<file path="src/rtl/betting_round_ctrl_pkg.sv">
// Shared types for the betting-round controller: action decode, FSM states, default raise step.
// Pure declarations; no timing or flow control.
package betting_round_ctrl_pkg;

    localparam int BET_UNIT_DEFAULT = 10;
    localparam int NUM_SEATS        = 8;

    typedef enum logic [1:0] {
        act_none,
        act_check_call,
        act_bet_raise,
        act_fold
    } action_t;

    typedef enum logic [2:0] {
        S_IDLE,
        S_SEEK,
        S_WAIT_ACT,
        S_APPLY,
        S_CHECK
    } state_t;

    function automatic logic [3:0] popcount8(input logic [7:0] v);
        logic [3:0] n;
        n = '0;
        for (int i = 0; i < 8; i++) begin
            n = n + {3'd0, v[i]};
        end
        return n;
    endfunction

endpackage

</file>
<file path="src/rtl/betting_round_ctrl_seat_rotator.sv">
// Rotating priority encoder: first set bit of mask_i at or after start_i, modulo 8.
// Combinational, zero latency; no flow control.
module seat_rotator (
    input  logic [7:0] mask_i,
    input  logic [2:0] start_i,
    output logic [2:0] idx_o,
    output logic       found_o
);

    logic [2:0] cand;

    always_comb begin
        idx_o   = '0;
        found_o = 1'b0;
        cand    = '0;
        for (int k = 0; k < 8; k++) begin
            cand = start_i + 3'(k);
            if (!found_o && mask_i[cand]) begin
                idx_o   = cand;
                found_o = 1'b1;
            end
        end
    end

endmodule

</file>
<file path="src/rtl/betting_round_ctrl.sv">
// Runs one betting round: rotates the turn, applies check/call, bet/raise or fold, reports pot adds.
// start -> first turn 2 cycles; advance -> make_bet next cycle; actions only accepted in WAIT_ACT.
module betting_round_ctrl
    import betting_round_ctrl_pkg::*;
#(
    parameter int BET_UNIT = BET_UNIT_DEFAULT,
    parameter int CHIP_W   = 10
) (
    input  logic                  clk,
    input  logic                  reset,
    input  logic                  start,
    input  logic [7:0]            active_in,
    input  logic [2:0]            first_seat,
    input  logic                  advance,
    input  logic                  check_or_call,
    input  logic                  bet_or_raise,
    input  logic                  fold,
    input  logic [8*CHIP_W-1:0]   stacks,
    output logic                  busy,
    output logic [2:0]            player_turn,
    output logic [7:0]            player_en,
    output logic                  make_bet,
    output logic [CHIP_W-1:0]     bet_amount,
    output logic [CHIP_W-1:0]     pot_add,
    output logic [7:0]            active_out,
    output logic                  round_done,
    output logic                  hand_won,
    output logic [2:0]            winner
);

    state_t              state_q, state_d;
    logic [7:0]          active_q, active_d;
    logic [7:0]          acted_q, acted_d;
    logic [2:0]          ptr_q, ptr_d;
    logic [CHIP_W-1:0]   cur_bet_q, cur_bet_d;
    logic [CHIP_W-1:0]   contrib_q [8];
    logic [CHIP_W-1:0]   contrib_d [8];
    logic                busy_q, busy_d;
    logic                make_bet_q, make_bet_d;
    logic [7:0]          player_en_q, player_en_d;
    logic [CHIP_W-1:0]   bet_amt_q, bet_amt_d;
    logic                round_done_q, round_done_d;
    logic                hand_won_q, hand_won_d;
    logic [2:0]          winner_q, winner_d;

    logic [CHIP_W-1:0]   stk [8];
    logic [7:0]          eligible;
    logic                closed;
    logic [2:0]          seek_idx, win_idx;
    logic                seek_found, win_found;
    action_t             act;
    logic [CHIP_W-1:0]   owe, need, amt, new_contrib, target;
    logic [CHIP_W:0]     target_wide;

    always_comb begin
        eligible = '0;
        closed   = 1'b1;
        for (int i = 0; i < 8; i++) begin
            stk[i]      = stacks[i*CHIP_W +: CHIP_W];
            eligible[i] = active_q[i] && (stk[i] != '0);
            // All-in seats count as matched even below cur_bet
            if (eligible[i] && !(acted_q[i] && (contrib_q[i] == cur_bet_q)))
                closed = 1'b0;
        end
    end

    seat_rotator u_seek (
        .mask_i  (eligible),
        .start_i (ptr_q),
        .idx_o   (seek_idx),
        .found_o (seek_found)
    );

    seat_rotator u_winner (
        .mask_i  (active_q),
        .start_i (3'd0),
        .idx_o   (win_idx),
        .found_o (win_found)
    );

    always_comb begin
        if (fold)               act = act_fold;
        else if (bet_or_raise)  act = act_bet_raise;
        else if (check_or_call) act = act_check_call;
        else                    act = act_none;

        owe         = cur_bet_q - contrib_q[ptr_q];
        target_wide = {1'b0, cur_bet_q} + (CHIP_W+1)'(BET_UNIT);
        target      = target_wide[CHIP_W] ? '1 : target_wide[CHIP_W-1:0];
        need        = (act == act_bet_raise) ? (target - contrib_q[ptr_q]) : owe;
        amt         = (need < stk[ptr_q]) ? need : stk[ptr_q];
        new_contrib = contrib_q[ptr_q] + amt;
    end

    always_comb begin
        state_d      = state_q;
        active_d     = active_q;
        acted_d      = acted_q;
        ptr_d        = ptr_q;
        cur_bet_d    = cur_bet_q;
        contrib_d    = contrib_q;
        make_bet_d   = 1'b0;
        player_en_d  = '0;
        bet_amt_d    = '0;
        round_done_d = 1'b0;
        hand_won_d   = 1'b0;
        winner_d     = '0;

        case (state_q)
            S_IDLE: begin
                if (start && !busy_q) begin
                    active_d  = active_in;
                    ptr_d     = first_seat;
                    acted_d   = '0;
                    cur_bet_d = '0;
                    for (int i = 0; i < 8; i++) contrib_d[i] = '0;
                    state_d   = S_SEEK;
                end
            end
            S_SEEK: begin
                if (seek_found) begin
                    ptr_d   = seek_idx;
                    state_d = S_WAIT_ACT;
                end else begin
                    round_done_d = 1'b1;
                    state_d      = S_IDLE;
                end
            end
            S_WAIT_ACT: begin
                // The bet is resolved on this edge so make_bet is registered in APPLY
                if (advance && (act != act_none)) begin
                    state_d = S_APPLY;
                    if (act == act_fold) begin
                        active_d[ptr_q] = 1'b0;
                    end else begin
                        if (amt != '0) begin
                            make_bet_d         = 1'b1;
                            player_en_d[ptr_q] = 1'b1;
                            bet_amt_d          = amt;
                        end
                        contrib_d[ptr_q] = new_contrib;
                        if (new_contrib > cur_bet_q) begin
                            cur_bet_d = new_contrib;
                            acted_d   = '0;
                        end
                        acted_d[ptr_q] = 1'b1;
                    end
                end
            end
            S_APPLY: begin
                state_d = S_CHECK;
            end
            S_CHECK: begin
                if ((popcount8(active_q) == 4'd1) && win_found) begin
                    hand_won_d = 1'b1;
                    winner_d   = win_idx;
                    state_d    = S_IDLE;
                end else if (closed) begin
                    round_done_d = 1'b1;
                    state_d      = S_IDLE;
                end else begin
                    ptr_d   = ptr_q + 3'd1;
                    state_d = S_SEEK;
                end
            end
            default: state_d = S_IDLE;
        endcase

        busy_d = (state_d != S_IDLE) || round_done_d || hand_won_d;
    end

    always_ff @(posedge clk) begin
        if (reset) begin
            state_q      <= S_IDLE;
            active_q     <= '0;
            acted_q      <= '0;
            ptr_q        <= '0;
            cur_bet_q    <= '0;
            for (int i = 0; i < 8; i++) contrib_q[i] <= '0;
            busy_q       <= 1'b0;
            make_bet_q   <= 1'b0;
            player_en_q  <= '0;
            bet_amt_q    <= '0;
            round_done_q <= 1'b0;
            hand_won_q   <= 1'b0;
            winner_q     <= '0;
        end else begin
            state_q      <= state_d;
            active_q     <= active_d;
            acted_q      <= acted_d;
            ptr_q        <= ptr_d;
            cur_bet_q    <= cur_bet_d;
            contrib_q    <= contrib_d;
            busy_q       <= busy_d;
            make_bet_q   <= make_bet_d;
            player_en_q  <= player_en_d;
            bet_amt_q    <= bet_amt_d;
            round_done_q <= round_done_d;
            hand_won_q   <= hand_won_d;
            winner_q     <= winner_d;
        end
    end

    assign busy        = busy_q;
    assign player_turn = ptr_q;
    assign player_en   = player_en_q;
    assign make_bet    = make_bet_q;
    assign bet_amount  = bet_amt_q;
    assign pot_add     = bet_amt_q;
    assign active_out  = active_q;
    assign round_done  = round_done_q;
    assign hand_won    = hand_won_q;
    assign winner      = winner_q;

endmodule

</file>
<file path="config.mk">
export PLATFORM = sky130hd
export DESIGN_NAME = betting_round_ctrl
export DESIGN_NICKNAME = d
export VERILOG_FILES = /design/src/rtl/betting_round_ctrl_pkg.sv /design/src/rtl/betting_round_ctrl_seat_rotator.sv /design/src/rtl/betting_round_ctrl.sv
export SDC_FILE = /design/constraint.sdc
export NUM_CORES = 1
export LEC_CHECK = 0
export CAP_MARGIN = 20
export CORE_MARGIN = 2
export CORE_UTILIZATION = 35
export CTS_CLUSTER_SIZE = 12
export DETAILED_ROUTE_END_ITERATION = 8
export PLACE_DENSITY = 0.66
export SLEW_MARGIN = 20
export SYNTH_ARGS = -nofsm -noshare
export SYNTH_HDL_FRONTEND = slang
export SYNTH_HIERARCHICAL = 1
export SYNTH_SLANG_ARGS = --single-unit
</file>
<file path="constraint.sdc">
create_clock -name clk -period 11 [get_ports clk]
set_input_delay 1.65 -clock clk [delete_from_list [all_inputs] [get_ports clk]]
set_output_delay 1.65 -clock clk [all_outputs]
set_load 0.01 [all_outputs]
</file>
==> results.cfg <==
[timing]
max_freq_mhz = 102
fin_crit_ns = 9.83
post-route-period-util_pct = 89.4
slew_viol_final = 0
rsz0062_at_grt = no
finClkSkew_ns = 0.0140
final-hold-violation-count = 0
tightest_slew_ns = 1.20
finalSetupViolations = 0
slew_headroom_pct = 19.4
tns_ns = 0

[route]
first_pass_iters = 5
drtIter0Drc = 1258
drt-total-wl_um = 43000
via_per_inst = 5.94
routedWlPerCell_um = 22.1
drc = 0
ant_nets = 0
vias = 11500

[status]
status = completed

[placement]
place_hpwl_um = 31800
gp_congestion = 0.972
io_buffer_count = 143

[cts]
cts_tree = built
clkLatencyLatePin_ns = 0.44
cts_root_buf = clkbuf_16
cts-hold-fix-buffers = 0
clock_path_buffers = 2
clock_sink_count = 137
cts_setup_buffers = 0
clk_pin_slew_ns = 0.07
post_cts_resized = 0
htreeDepth = 4
cts_made_buffers = 17

[worst_setup_path]
path_class = flop to flop
critical_path_arrival_ns = 10.16
required_ns = 11.34
crit_path_end_kind = flop
start_kind = flop
critPathMostFrequentCell = ha_1
critPathMaxStageDelay_ns = 0.75
cpMaxStageDelayCell = dfxtp_2
crit_path_max_fanout = 26

[synthesis]
synthArstFlopShare_pct = 0
post-synth-top-count-cell = nor2_1
synth_common_cells = nor2_1 (173), dfxtp_1 (137), xnor2_1 (100), nand2_1 (82), a21oi_1 (80)
yosysUniqueCellTypes = 80
synth_area_leaders = dfxtp_1 (24%), xnor2_1 (7.6%), mux4_2 (7.4%)
synth-seq-cells = 137
avgSynthCellArea_um2 = 8.25
yosys.area.top_type = dfxtp_1
synth-edff-count = 0
synth_top_area_share_pct = 23.9
yosys_most_used_dff = dfxtp_1
synth-seq-area-share_pct = 23.9
yosys_warnings = 6
netlist_instances = 1393
netlist_area_um2 = 11500

[floorplan]
num_rows = 66
dieWidth_um = 185
coreArea_um2 = 32500
die_area_um2 = 34300
chipHeight_um = 185
boundaryPins = 144
start_util_pct = 35.4

[final_layout]
syn2layout_area_growth_pct = 20.2
final_util_pct = 42.6
drive_above_1_share_pct = 9.05
final_nets = 1640
antenna_cells = 0
fillers = 3210

[power_and_ir_drop]
ir_drop_mv = 0.147
power.density_nw_per_um2 = 254
leakagePower_nw = 4.90

[global_routing]
grt_antenna_before_repair = 0
grt_pass1_wl_um = 65000
grt_util_all_layers_pct = 24.8
grt_overflow = 0
grt_pass1_vias = 10900
grt_max_degree = 91

[flow_run]
max_cap_viol_count = 0

[worst_hold_path]
min_path_type = flop to flop
==> metrics by stage <==
step	total power (W)	cell area (um^2)	setup slack [ns]	cells	hold slack (ns)
2_1_floorplan	0.00213	11500	2.33	1400	0.455
3_3_place_gp	0.00286	13300	1.16	1913	0.469
3_5_place_dp	0.00290	13300	0.824	1913	0.475
4_1_cts	0.00345	13800	1.24	1945	0.491
5_1_grt	0.00372	13800	0.580	1945	0.507
6_report	0.00352	13800	1.17	1945	0.493
==> layout by cell type, fill, tap and decap left out, drive strengths merged, types with 23 or more instances in the layout <==
cell,instances
nand3,39
nor3,32
clkdlybuf4s50,142
mux2i,46
a22oi,78
nand4,37
dfxtp,137
xnor2,100
nor4,23
nor2b,24
mux4,42
o21ai,49
inv,58
ha,46
buf,30
a21oi,82
nor2,173
nand2,83
==> worst paths after layout <==
path                                      end  slack, ns           start  cells past startpoint
worst max-delay path             cur_bet_q[9]       1.17  player_turn[2]                     34
worst min-delay path            contrib_q[56]       0.49   contrib_q[56]                      2
worst max register to register   cur_bet_q[9]       1.17  player_turn[2]                     34
worst min register to register  contrib_q[56]       0.49   contrib_q[56]                      2
==> flip-flops by register name (all words and copies together), names as in the netlist, 3 cells and up <==
signal	count
contrib_q	80
bet_amount	10
cur_bet_q	10
acted_q	8
active_out	8
player_en	8
player_turn	3
state_q	3
winner	3
==> kinds of logic after synthesis <==
| kind of cell | after synthesis | share of synthesized area (%) |
|---|---|---|
| AO/OA/AOI/OAI | 329 | 19.7 |
| XOR/XNOR | 107 | 8.27 |
| adder cells (fa/ha/maj) | 52 | 6.05 |
| buffers and inverters | 159 | 6.25 |
| flip-flops | 137 | 23.9 |
| multiplexers | 108 | 14.3 |
| other | 1 | 0.0326 |
| AND/OR/NAND/NOR | 500 | 21.5 |
==> critical path, delay by kind of cell, from the launching register on <==
kind	cells	cell delay [ns]
fa+ha+maj	5	1.69
xor+xnor	2	0.57
compound gates	15	4.11
buf+inv	4	0.66
flops	1	0.75
simple gates	8	1.91
==> final cells by class <==
type                       instances  area, um^2  share of cell area, %
tap                              442         553                   4.00
timing repair buffer             172        1650                   11.9
multi-input combinational       1104        8110                   58.7
inverter                          58         218                   1.58
sequential                       137        2750                   19.9
clock inverter                    12        95.1                  0.688
clock buffer                      20         447                   3.23
==> metal layers <==
| metal | GRT usage, % | wire length (um) |
|---|---|---|
| met5 | 0 | 0 |
| met4 | 13.4 | 2150 |
| met3 | 4.35 | 4020 |
| met1 | 32.6 | 17900 |
| met2 | 38.7 | 19000 |
==> power by group <==
group / internal [W] / total (W) / switching, W
Clock: 0.000297 / 0.000542 / 0.000245
Combinational: 0.000868 / 0.00235 / 0.00149
Sequential: 0.000517 / 0.000620 / 0.000103
Total: 0.00168 / 0.00352 / 0.00183
Note: power is estimated with default switching activity, not from simulation.
